### src/rtl/index_queue.sv
// index_queue
//
// Purpose
//   A D-slot (D = 2^IDX_WIDTH) indexed queue kept as a doubly linked list.
//   Each slot holds a payload, a valid bit and next/prev links; head, tail
//   and an (IDX_WIDTH+1)-bit count describe the queue. Commands can append,
//   pop, read, overwrite, move a slot to the tail or remove a slot from any
//   position. Any protocol error freezes the block in CRASH until reset.
//
// Handshake
//   A request is accepted on a rising edge where enable=1 and ready=1.
//   command/idx_in/data_in are captured on that same edge. ready then drops
//   for exactly two cycles and rises together with the results. idx_out,
//   data_out, empty and full are valid whenever ready=1 and hold their values
//   between operations. enable while ready=0 is ignored.
//
// Ports
//   clock     sole clock, rising edge
//   reset     asynchronous, active-high
//   command   operation code: 0 NOP, 1 ENQUEUE, 2 DEQUEUE, 3 READ, 4 WRITE,
//             5 BUMP, 6 DELETE; 7-15 illegal
//   enable    request strobe
//   idx_in    target slot for index-addressed commands
//   data_in   payload for ENQUEUE/WRITE
//   ready     idle, results valid, a request may be issued
//   crashed   sticky protocol-error flag
//   idx_out   slot result
//   data_out  payload result
//   empty     no occupied slots (registered)
//   full      all D slots occupied (registered)
//   state_dbg current FSM state (0 IDLE, 1 EXEC, 2 CRASH)

module index_queue #(
  parameter int IDX_WIDTH  = 2,
  parameter int DATA_WIDTH = 8
) (
  input  logic                  clock,
  input  logic                  reset,
  input  logic [3:0]            command,
  input  logic                  enable,
  input  logic [IDX_WIDTH-1:0]  idx_in,
  input  logic [DATA_WIDTH-1:0] data_in,
  output logic                  ready,
  output logic                  crashed,
  output logic [IDX_WIDTH-1:0]  idx_out,
  output logic [DATA_WIDTH-1:0] data_out,
  output logic                  empty,
  output logic                  full,
  output logic [1:0]            state_dbg
);

  localparam int D = 1 << IDX_WIDTH;
  localparam logic [IDX_WIDTH:0] D_CNT = (IDX_WIDTH+1)'(D);

  localparam logic [3:0] CMD_NOP    = 4'd0;
  localparam logic [3:0] CMD_ENQ    = 4'd1;
  localparam logic [3:0] CMD_DEQ    = 4'd2;
  localparam logic [3:0] CMD_READ   = 4'd3;
  localparam logic [3:0] CMD_WRITE  = 4'd4;
  localparam logic [3:0] CMD_BUMP   = 4'd5;
  localparam logic [3:0] CMD_DELETE = 4'd6;

  typedef enum logic [1:0] {
    S_IDLE  = 2'd0,
    S_EXEC  = 2'd1,
    S_CRASH = 2'd2
  } state_t;

  state_t state, next_state;
  // EXEC lasts two cycles; phase marks the second one, where the command commits.
  logic phase;

  logic [3:0]            cmd_q;
  logic [IDX_WIDTH-1:0]  idx_q;
  logic [DATA_WIDTH-1:0] data_q;

  logic [DATA_WIDTH-1:0] slot_data [D];
  logic [IDX_WIDTH-1:0]  slot_next [D];
  logic [IDX_WIDTH-1:0]  slot_prev [D];
  logic [D-1:0]          slot_valid;
  logic [IDX_WIDTH-1:0]  head, tail;
  logic [IDX_WIDTH:0]    count, count_next;

  logic [IDX_WIDTH-1:0]  free_idx;
  logic                  op_err;
  logic                  commit;
  logic [IDX_WIDTH-1:0]  sel_prev, sel_next;

  assign sel_prev = slot_prev[idx_q];
  assign sel_next = slot_next[idx_q];

  // Lowest-numbered free slot: scan downwards so the last hit is the lowest.
  always_comb begin
    free_idx = '0;
    for (int i = D - 1; i >= 0; i--) begin
      if (!slot_valid[i]) free_idx = IDX_WIDTH'(i);
    end
  end

  always_comb begin
    op_err = 1'b0;
    case (cmd_q)
      CMD_NOP:    op_err = 1'b0;
      CMD_ENQ:    op_err = (count == D_CNT);
      CMD_DEQ:    op_err = (count == '0);
      CMD_READ,
      CMD_WRITE,
      CMD_BUMP,
      CMD_DELETE: op_err = !slot_valid[idx_q];
      default:    op_err = 1'b1;
    endcase
  end

  assign commit = (state == S_EXEC) && phase && !op_err;

  always_comb begin
    count_next = count;
    if (commit) begin
      case (cmd_q)
        CMD_ENQ:             count_next = count + (IDX_WIDTH+1)'(1);
        CMD_DEQ, CMD_DELETE: count_next = count - (IDX_WIDTH+1)'(1);
        default:             count_next = count;
      endcase
    end
  end

  // ---------------- FSM: state register ----------------
  always_ff @(posedge clock or posedge reset) begin
    if (reset) begin
      state <= S_IDLE;
      phase <= 1'b0;
    end else begin
      state <= next_state;
      phase <= (state == S_EXEC) && !phase;
    end
  end

  // ---------------- FSM: next state ----------------
  always_comb begin
    next_state = state;
    case (state)
      S_IDLE:  if (enable) next_state = S_EXEC;
      S_EXEC:  if (phase) next_state = op_err ? S_CRASH : S_IDLE;
      S_CRASH: next_state = S_CRASH;
      default: next_state = S_IDLE;
    endcase
  end

  // ---------------- FSM: outputs ----------------
  always_comb begin
    ready     = (state == S_IDLE);
    crashed   = (state == S_CRASH);
    state_dbg = state;
  end

  // Request capture
  always_ff @(posedge clock or posedge reset) begin
    if (reset) begin
      cmd_q  <= CMD_NOP;
      idx_q  <= '0;
      data_q <= '0;
    end else if (state == S_IDLE && enable) begin
      cmd_q  <= command;
      idx_q  <= idx_in;
      data_q <= data_in;
    end
  end

  // Queue bookkeeping and result registers. Only a committing command
  // changes anything, so an error or a reset leaves no partial update.
  always_ff @(posedge clock or posedge reset) begin
    if (reset) begin
      slot_valid <= '0;
      head       <= '0;
      tail       <= '0;
      count      <= '0;
      idx_out    <= '0;
      data_out   <= '0;
      empty      <= 1'b1;
      full       <= 1'b0;
    end else if (commit) begin
      count <= count_next;
      empty <= (count_next == '0);
      full  <= (count_next == D_CNT);
      case (cmd_q)
        CMD_ENQ: begin
          slot_valid[free_idx] <= 1'b1;
          if (count == '0) head <= free_idx;
          tail    <= free_idx;
          idx_out <= free_idx;
        end
        CMD_DEQ: begin
          slot_valid[head] <= 1'b0;
          head     <= slot_next[head];
          idx_out  <= head;
          data_out <= slot_data[head];
        end
        CMD_READ: begin
          idx_out  <= idx_q;
          data_out <= slot_data[idx_q];
        end
        CMD_BUMP: begin
          if (idx_q != tail) begin
            if (idx_q == head) head <= sel_next;
            tail <= idx_q;
          end
        end
        CMD_DELETE: begin
          slot_valid[idx_q] <= 1'b0;
          if (idx_q == head) head <= sel_next;
          if (idx_q == tail) tail <= sel_prev;
        end
        default: ;
      endcase
    end
  end

  // Payload and link storage: no reset needed, a slot's contents are only
  // meaningful while its valid bit is set.
  always_ff @(posedge clock) begin
    if (commit) begin
      case (cmd_q)
        CMD_ENQ: begin
          slot_data[free_idx] <= data_q;
          slot_prev[free_idx] <= tail;
          if (count != '0) slot_next[tail] <= free_idx;
        end
        CMD_WRITE: slot_data[idx_q] <= data_q;
        CMD_BUMP: begin
          if (idx_q != tail) begin
            // Unlink from the current position; tail is after idx_q, so
            // its successor always exists.
            if (idx_q != head) slot_next[sel_prev] <= sel_next;
            slot_prev[sel_next] <= sel_prev;
            // Relink behind the old tail.
            slot_next[tail]  <= idx_q;
            slot_prev[idx_q] <= tail;
          end
        end
        CMD_DELETE: begin
          if (idx_q != head) slot_next[sel_prev] <= sel_next;
          if (idx_q != tail) slot_prev[sel_next] <= sel_prev;
        end
        default: ;
      endcase
    end
  end

endmodule

### config.mk
export PLATFORM = sky130hd
export DESIGN_NAME = index_queue
export DESIGN_NICKNAME = d
export VERILOG_FILES = /design/src/rtl/index_queue.sv
export SDC_FILE = /design/constraint.sdc
export NUM_CORES = 1
export LEC_CHECK = 0
export ABC_CLOCK_PERIOD_IN_PS = 3300
export CAP_MARGIN = 30
export CORE_MARGIN = 10
export CORE_UTILIZATION = 40
export CTS_CLUSTER_SIZE = 8
export DETAILED_ROUTE_END_ITERATION = 8
export PLACE_DENSITY_LB_ADDON = 0.2
export SETUP_SLACK_MARGIN = 0.5
export SYNTH_ARGS = -nofsm -noshare
export SYNTH_HDL_FRONTEND = slang
export SYNTH_SLANG_ARGS = --single-unit
### constraint.sdc
create_clock -name clock -period 3.3 [get_ports clock]
set_clock_uncertainty 0.2 [all_clocks]
set_input_delay 0.66 -clock clock [delete_from_list [all_inputs] [get_ports clock]]
set_output_delay 0.66 -clock clock [all_outputs]
set_load 0.01 [all_outputs]
==> results of run 1 <==
[power by group through the flow]
stage	sequential (uW)	clock (uW)	combinational, uW
finish	1690	1050	2460
global route	1730	1110	2670
CTS	1720	1080	2320
detailed placement	1740	0	2290
global placement	1720	0	2270
floorplan	1640	0	1630
[per-layer routing]
layer  part of all wire [%]  vias up
met4                    1.8        0
met5                      0        -
met3                    4.6       19
met2                     49      122
li1                       -     1722
met1                     44     1916
[worst max-delay path by stage]
stage,from,depth (start not counted),slack (ns),end
global route,cmd_q[1]$_DFFE_PP0P_,7,0.49,slot_data[3][7]$_DFFE_PP_
global placement,cmd_q[1]$_DFFE_PP0P_,6,0.35,slot_next[2][0]$_DFFE_PP_
CTS,count[2]$_DFFE_PP0P_,7,0.50,slot_data[3][7]$_DFFE_PP_
floorplan,count[2]$_DFFE_PP0P_,6,0.53,slot_data[3][0]$_DFFE_PP_
detailed placement,cmd_q[1]$_DFFE_PP0P_,6,0.27,slot_next[2][0]$_DFFE_PP_
finish,count[2]$_DFFE_PP0P_,7,0.57,slot_data[3][3]$_DFFE_PP_
[registers in the layout, summed over array words and instances (netlist names)]
signal,count
empty,1
phase,1
tail,2
data_out,8
slot_valid,4
count,3
slot_prev,8
full,1
state_dbg,2
slot_data,32
data_q,8
slot_next,8
head,2
idx_q,2
cmd_q,4
idx_out,2
[worst reg2reg max path: stages, from the launching register on]
cell	delay [ns]
dfrtp_2	0.43
nor3b_1	0.15
a22o_1	0.25
a211o_1	0.32
buf_4	0.19
or4_1	0.53
a21oi_1	0.15
buf_4	0.21
[kinds of logic after synthesis]
family / Yosys count / share of synthesized area (%)
xor+xnor: 9 / 2.059
fa+ha+maj: 1 / 0.3922
simple gates: 139 / 14.39
flops: 88 / 47.87
buf+inv: 36 / 3.456
mux: 73 / 20.64
compound gates: 75 / 11.20
[cell usage in the layout, fill, tap and decap left out, types with 3 or more instances in the layout]
master,Yosys,final
a211o_1,3,3
a211oi_2,2,3
a21oi_1,12,11
buf_4,1,35
buf_6,3,3
clkbuf_16,0,9
clkdlybuf4s50_1,0,32
dfrtp_1,39,33
dfrtp_2,0,6
edfxtp_1,48,48
inv_1,5,4
mux2_1,4,4
mux2_2,32,32
mux2i_1,16,16
mux4_1,4,3
mux4_2,17,18
nand2_1,39,39
nand2b_1,7,7
nand3_1,10,10
nand3b_1,3,3
nand4_1,7,7
nor2_1,25,25
nor2b_1,5,4
nor3_1,18,17
nor3b_1,7,7
o211ai_1,3,3
o21a_1,4,4
o21ai_0,13,13
o31ai_1,3,3
o32a_1,3,3
o32ai_1,5,5
or2_2,3,3
xor2_1,5,5
[repair_timing]
action,in CTS,in global routing
gates resized for setup,6,10
setup buffers,0,11
setup endpoints to repair,44,43
hold buffers,0,0
[per-stage QoR]
stage | utilization, % | total power (uW) | hold WS [ns] | setup WS, ns
3_5_place_dp | 45.30 | 4026 | 0.2361 | 0.2695
5_1_grt | 48.88 | 5514 | 0.2688 | 0.4906
6_report | 48.88 | 5199 | 0.2434 | 0.5675
3_3_place_gp | 45.30 | 3994 | 0.2326 | 0.3484
4_1_cts | 47.90 | 5120 | 0.2452 | 0.5028
2_1_floorplan | - | 3268 | 0.2159 | 0.5318
[final cells by class]
cell class,instances,area (um2),area share (%)
well taps,172,215.2,3.503
inverters,5,18.77,0.3055
clock inverters,6,75.07,1.222
clock buffers,10,229.0,3.727
repair buffers,71,636.9,10.37
flip-flops and latches,88,2451,39.90
multi-input cells,297,2517,40.98
==> results.sh, run 1 <==
export IMPL_grt_pass1_wl_um=20730
export IMPL_sw_frac_of_total_pct=38.99
export IMPL_cp_end_kind="flop"
export IMPL_cts_tree="built"
export IMPL_yosys_warnings=0
export IMPL_seq_power_share_pct=32.5
export IMPL_syn_avg_cell_area_um2=12.13
export IMPL_grt_overflow_total=0
export IMPL_initial_core_util_pct=40.62
export IMPL_syn_instance_count=421
export IMPL_finalHoldViolations=0
export IMPL_cp_max_fo=14
export IMPL_hp_start="phase$_DFF_PP0_"
export IMPL_yosysMostFrequentCell="edfxtp_1"
export IMPL_dp_cells=621
export IMPL_post_synth_top_area_fraction_pct=28.24
export IMPL_synthArstFlopShare_pct=45.45
export IMPL_synth_area_leaders="edfxtp_1 (28%), dfrtp_1 (19%), mux4_2 (7.5%)"
export IMPL_antenna_found_initial=0
export IMPL_synth_seq_cells=88
export IMPL_drt_total_wl_um=12650
export IMPL_status="finished, final reports clean"
export IMPL_final_cells=649
export IMPL_cp_start_kind="flop"
export IMPL_slew_headroom_pct=49.13
export IMPL_p_int_uw=3172
export IMPL_drive_above_1_share_pct=28.30
export IMPL_crit_arrival_ns=2.58
export IMPL_hpwl_um=8885
export IMPL_finalSetupViolations=0
export IMPL_required_ns=3.15
export IMPL_reg2regPathDepth=7
export IMPL_drt_first_pass_iters=5
export IMPL_finalInstanceArea_um2=6143
export IMPL_min_period_ns=2.732
export IMPL_crit_type="flop to flop"
export IMPL_port_buffers=32
export IMPL_io_pins=33
export IMPL_synthTopCellsByCount="edfxtp_1 (48), dfrtp_1 (39), nand2_1 (39)"
export IMPL_p_per_area_nw_per_um2=846.2
export IMPL_r2r_slack_ns=0.57
export IMPL_fmax_mhz=366.0
export IMPL_nNetsFinal=490
export IMPL_clk_pin_slew_ns=0.07
export IMPL_fp_row_count=41
export IMPL_synth_edf_count=48
export IMPL_seq_area_frac_synth_pct=47.87
export IMPL_cts_buffers=9
export IMPL_grt_max_degree=30
export IMPL_vdd_drop_max_mv=0.5944
export IMPL_hold_path_depth=1
export IMPL_coreArea_um2=12570
export IMPL_drt_vias_per_instance=5.823
export IMPL_antenna_cells=0
export IMPL_synth_cell_type_count=74
export IMPL_leakage_uw=0.002301
export IMPL_drc=0
export IMPL_htreeDepth=3
export IMPL_r2r_start="count[2]$_DFFE_PP0P_"
export IMPL_area_delta_synth_final_pct=20.34
export IMPL_p_sw_uw=2027
export IMPL_die_area_um2=17680
export IMPL_synth_net_count=439
export IMPL_die_y_um=133.0
export IMPL_comb_power_share_pct=47.3
export IMPL_critPathBufInv=2
export IMPL_power_frac_clock_pct=20.2
export IMPL_holdPathEnd="phase$_DFF_PP0_"
export IMPL_cts_sinks=88
export IMPL_clk_insertion_delay_late_ns=0.34
export IMPL_fin_crit_sh_pct=82.80
export IMPL_timing_rr_end="slot_data[3][3]$_DFFE_PP_"
export IMPL_hold_class="flop to flop"
export IMPL_crit_top_cell="buf_4"
export IMPL_use_met3_pct=2.498
export IMPL_cts_path_max_buffers=2
export IMPL_crit_path_top_delay_cell="or4_1"
export IMPL_num_fill_cells=1117
export IMPL_cpPeakStageDelay_ns=0.53
export IMPL_tns_ns=0
export IMPL_grt_usage_pct=14.53
export IMPL_report_final_slew_viol_count=0
export IMPL_syn_area_um2=5105
export IMPL_fp_dieW_um=133.0
export IMPL_place_congestion=0.8856
export IMPL_gr_max_usage_layer="met2"
export IMPL_synth_top_flop_cell="edfxtp_1"
export IMPL_postRouteAntennaNets=0
export IMPL_drtIter0Drc=214
export IMPL_cp_top_family="compound AO/OA/AOI/OAI gates"
export IMPL_cts_root_buf="clkbuf_16"
export IMPL_cp_cell_sequence="nor3b_1, a22o_1, a211o_1, buf_4, or4_1, a21oi_1, buf_4"
export IMPL_place_area_um2=5693
export IMPL_met2_usage_pct=23.63
export IMPL_grt_pass1_vias=3768
export IMPL_rsz0062_at_grt="no"
export IMPL_dr_total_vias=3779
export IMPL_synth_largest_area_cell="edfxtp_1"
export IMPL_max_cap_violations=0
export IMPL_wl_per_cell_um=19.50
export IMPL_grt_met1_usage_pct=19.03
export IMPL_worst_pin_slew_ns=0.7550
Power figures use the tool's default switching activity.
==> run 2: changes to the inputs <==
- ABC_CLOCK_PERIOD_IN_PS: 3300 -> 2640
- clock period: 3.3 -> 2.64 ns (I/O delays scaled with it)
==> run 2 against run 1 <==
Count of clock-buffer cells in the layout is 1 lower. Core utilization is 11 points higher. Setup slack worse by 0.45 ns. Highest routed layer unchanged. Hold slack worse by 0.0011 ns. Routed wire length is 20% higher.
==> results.sh, run 2 (same netlist as run 1, synthesis figures left out) <==
export IMPL_cp_max_fo=8
export IMPL_post_route_util_pct=59.61
export IMPL_multi_input_area_um2=3073
export IMPL_largest_register_ffs=32
export IMPL_clk_insertion_delay_late_ns=0.35
export IMPL_num_fill_cells=982
export IMPL_fmax_mhz=397.2
export IMPL_min_period_ns=2.518
export IMPL_die_area_um2=17680
export IMPL_fp_row_count=41
export IMPL_leakage_uw=0.002951
export IMPL_cts_buffers=9
export IMPL_status="finished, final reports clean"
export IMPL_crit_arrival_ns=2.43
export IMPL_drc=0
export IMPL_cts_root_buf="clkbuf_16"
export IMPL_coreArea_um2=12570
export IMPL_hpwl_um=9920
export IMPL_drt_total_wl_um=15180
export IMPL_final_cell_mix="buf_4 (83), edfxtp_1 (48), nand2_1 (37), dfrtp_1 (33), clkdlybuf4s50_1 (28)"
export IMPL_vdd_drop_max_mv=0.5480
export IMPL_die_y_um=133.0
export IMPL_postRouteAntennaNets=0
export IMPL_cts_sinks=88
export IMPL_hold_class="flop to flop"
export IMPL_drive_above_1_share_pct=49.37
export IMPL_r2r_slack_ns=0.12
export IMPL_cp_start_kind="flop"
export IMPL_fin_crit_sh_pct=95.36
export IMPL_grt_pass1_wl_um=23370
export IMPL_power_uw=8243
export IMPL_clk_pin_slew_ns=0.07
export IMPL_fp_dieW_um=133.0
export IMPL_final_common_cell="buf_4"
export IMPL_initial_core_util_pct=40.62
export IMPL_tns_ns=0
export IMPL_slew_headroom_pct=64.01
export IMPL_drt_vias_per_instance=5.697
export IMPL_reg2regPathDepth=7
export IMPL_p_per_area_nw_per_um2=1100
export IMPL_top_register="slot_data"
export IMPL_cts_hold_fix_buffers=0
export IMPL_grt_max_degree=41
export IMPL_required_ns=2.56
export IMPL_grt_pass1_vias=4237
export IMPL_seq_area_um2=2451
export IMPL_drtIter0Drc=298
export IMPL_cp_end_kind="flop"
export IMPL_htreeDepth=3
export IMPL_cts_path_max_buffers=2
export IMPL_report_final_slew_viol_count=0
export IMPL_nNetsFinal=570
export IMPL_antenna_found_initial=0
export IMPL_grt_overflow_total=0
export IMPL_cts_tree="built"
export IMPL_hold_slack_ns=0.2423
export IMPL_antenna_cells=0
export IMPL_wl_per_cell_um=20.83
export IMPL_finalSetupViolations=0
export IMPL_io_pins=33
export IMPL_max_cap_violations=0
export IMPL_area_delta_synth_final_pct=46.76
export IMPL_port_buffers=32
export IMPL_drt_first_pass_iters=4
export IMPL_place_congestion=0.8976
export IMPL_hold_path_depth=1
export IMPL_crit_type="flop to flop"
export IMPL_grt_usage_pct=16.61
export IMPL_rsz0062_at_grt="yes"
export IMPL_dr_total_vias=4153
export IMPL_worst_pin_slew_ns=0.5399
export IMPL_finalHoldViolations=0
run 2: cell count changes in the layout (fill, tap and decap cells not counted), sizes merged:
| cell | before | now |
|---|---|---|
| dlygate4sd2 | 0 | 3 |
| clkinv | 2 | 3 |
| clkbuf | 10 | 9 |
| dlymetal6s2s | 0 | 1 |
| clkinvlp | 1 | 2 |
| buf | 39 | 119 |
| clkdlybuf4s50 | 32 | 28 |
| bufinv | 1 | 0 |
run 2: layout make-up:
class                   instances  share of cell area (%)
clock inverters                 7                  0.9853
repair buffers                151                   19.12
multi-input cells             297                   41.02
well taps                     172                   2.872
inverters                       5                  0.2839
flip-flops and latches         88                   32.72
clock buffers                   9                   3.006
run 2: critical path: stages, from the launching register on:
cell      delay, ns
dfrtp_2        0.49
nor3b_2        0.07
a22o_1         0.22
a211o_1        0.36
buf_4          0.16
o311ai_1       0.46
a21oi_2        0.15
buf_12         0.17
run 2: what timing repair did:
action	in CTS	in global routing
gates resized for setup	77	61
hold endpoints to repair	0	0
buffers inserted	34	21
pin swaps	22	28
gates cloned	0	0
setup endpoints to repair	88	88
run 2: per-layer routing:
metal  part of all wire (%)  track usage (%)  up-vias
met5                      0                0        -
met1                     43            20.98     2084
met4                    3.3            8.007        0
met3                    4.4            3.104       37
met2                     49            26.78      142
li1                       -                -     1890
run 2: where the power goes:
group / switching (uW) / total (uW) / internal [uW] / leakage [uW]
Combinational: 2400 / 4860 / 2470 / 0.00185
Clock: 612 / 1280 / 668 / 0.000140
Sequential: 282 / 2100 / 1820 / 0.000956
Total: 3290 / 8240 / 4950 / 0.00295
run 2: final timing paths:
check	end	from
min reg2reg	phase$_DFF_PP0_	phase$_DFF_PP0_
max in group asynchronous	state_dbg[0]$_DFFE_PP0P_	reset
min	phase$_DFF_PP0_	phase$_DFF_PP0_
max	slot_data[1][5]$_DFFE_PP_	cmd_q[1]$_DFFE_PP0P_
max reg2reg	slot_data[1][5]$_DFFE_PP_	cmd_q[1]$_DFFE_PP0P_
min in group asynchronous	tail[0]$_DFFE_PP0P_	reset
run 2: metrics by stage:
| step | cells | cell area (um2) | worst slack, ns |
|---|---|---|---|
| floorplan | 421 | 5270 | 0.1625 |
| global placement | 658 | 6153 | 0.1040 |
| detailed placement | 658 | 6153 | 0.08685 |
| CTS | 708 | 7037 | 0.1771 |
| global route | 729 | 7492 | 0.05772 |
| finish | 729 | 7492 | 0.1225 |
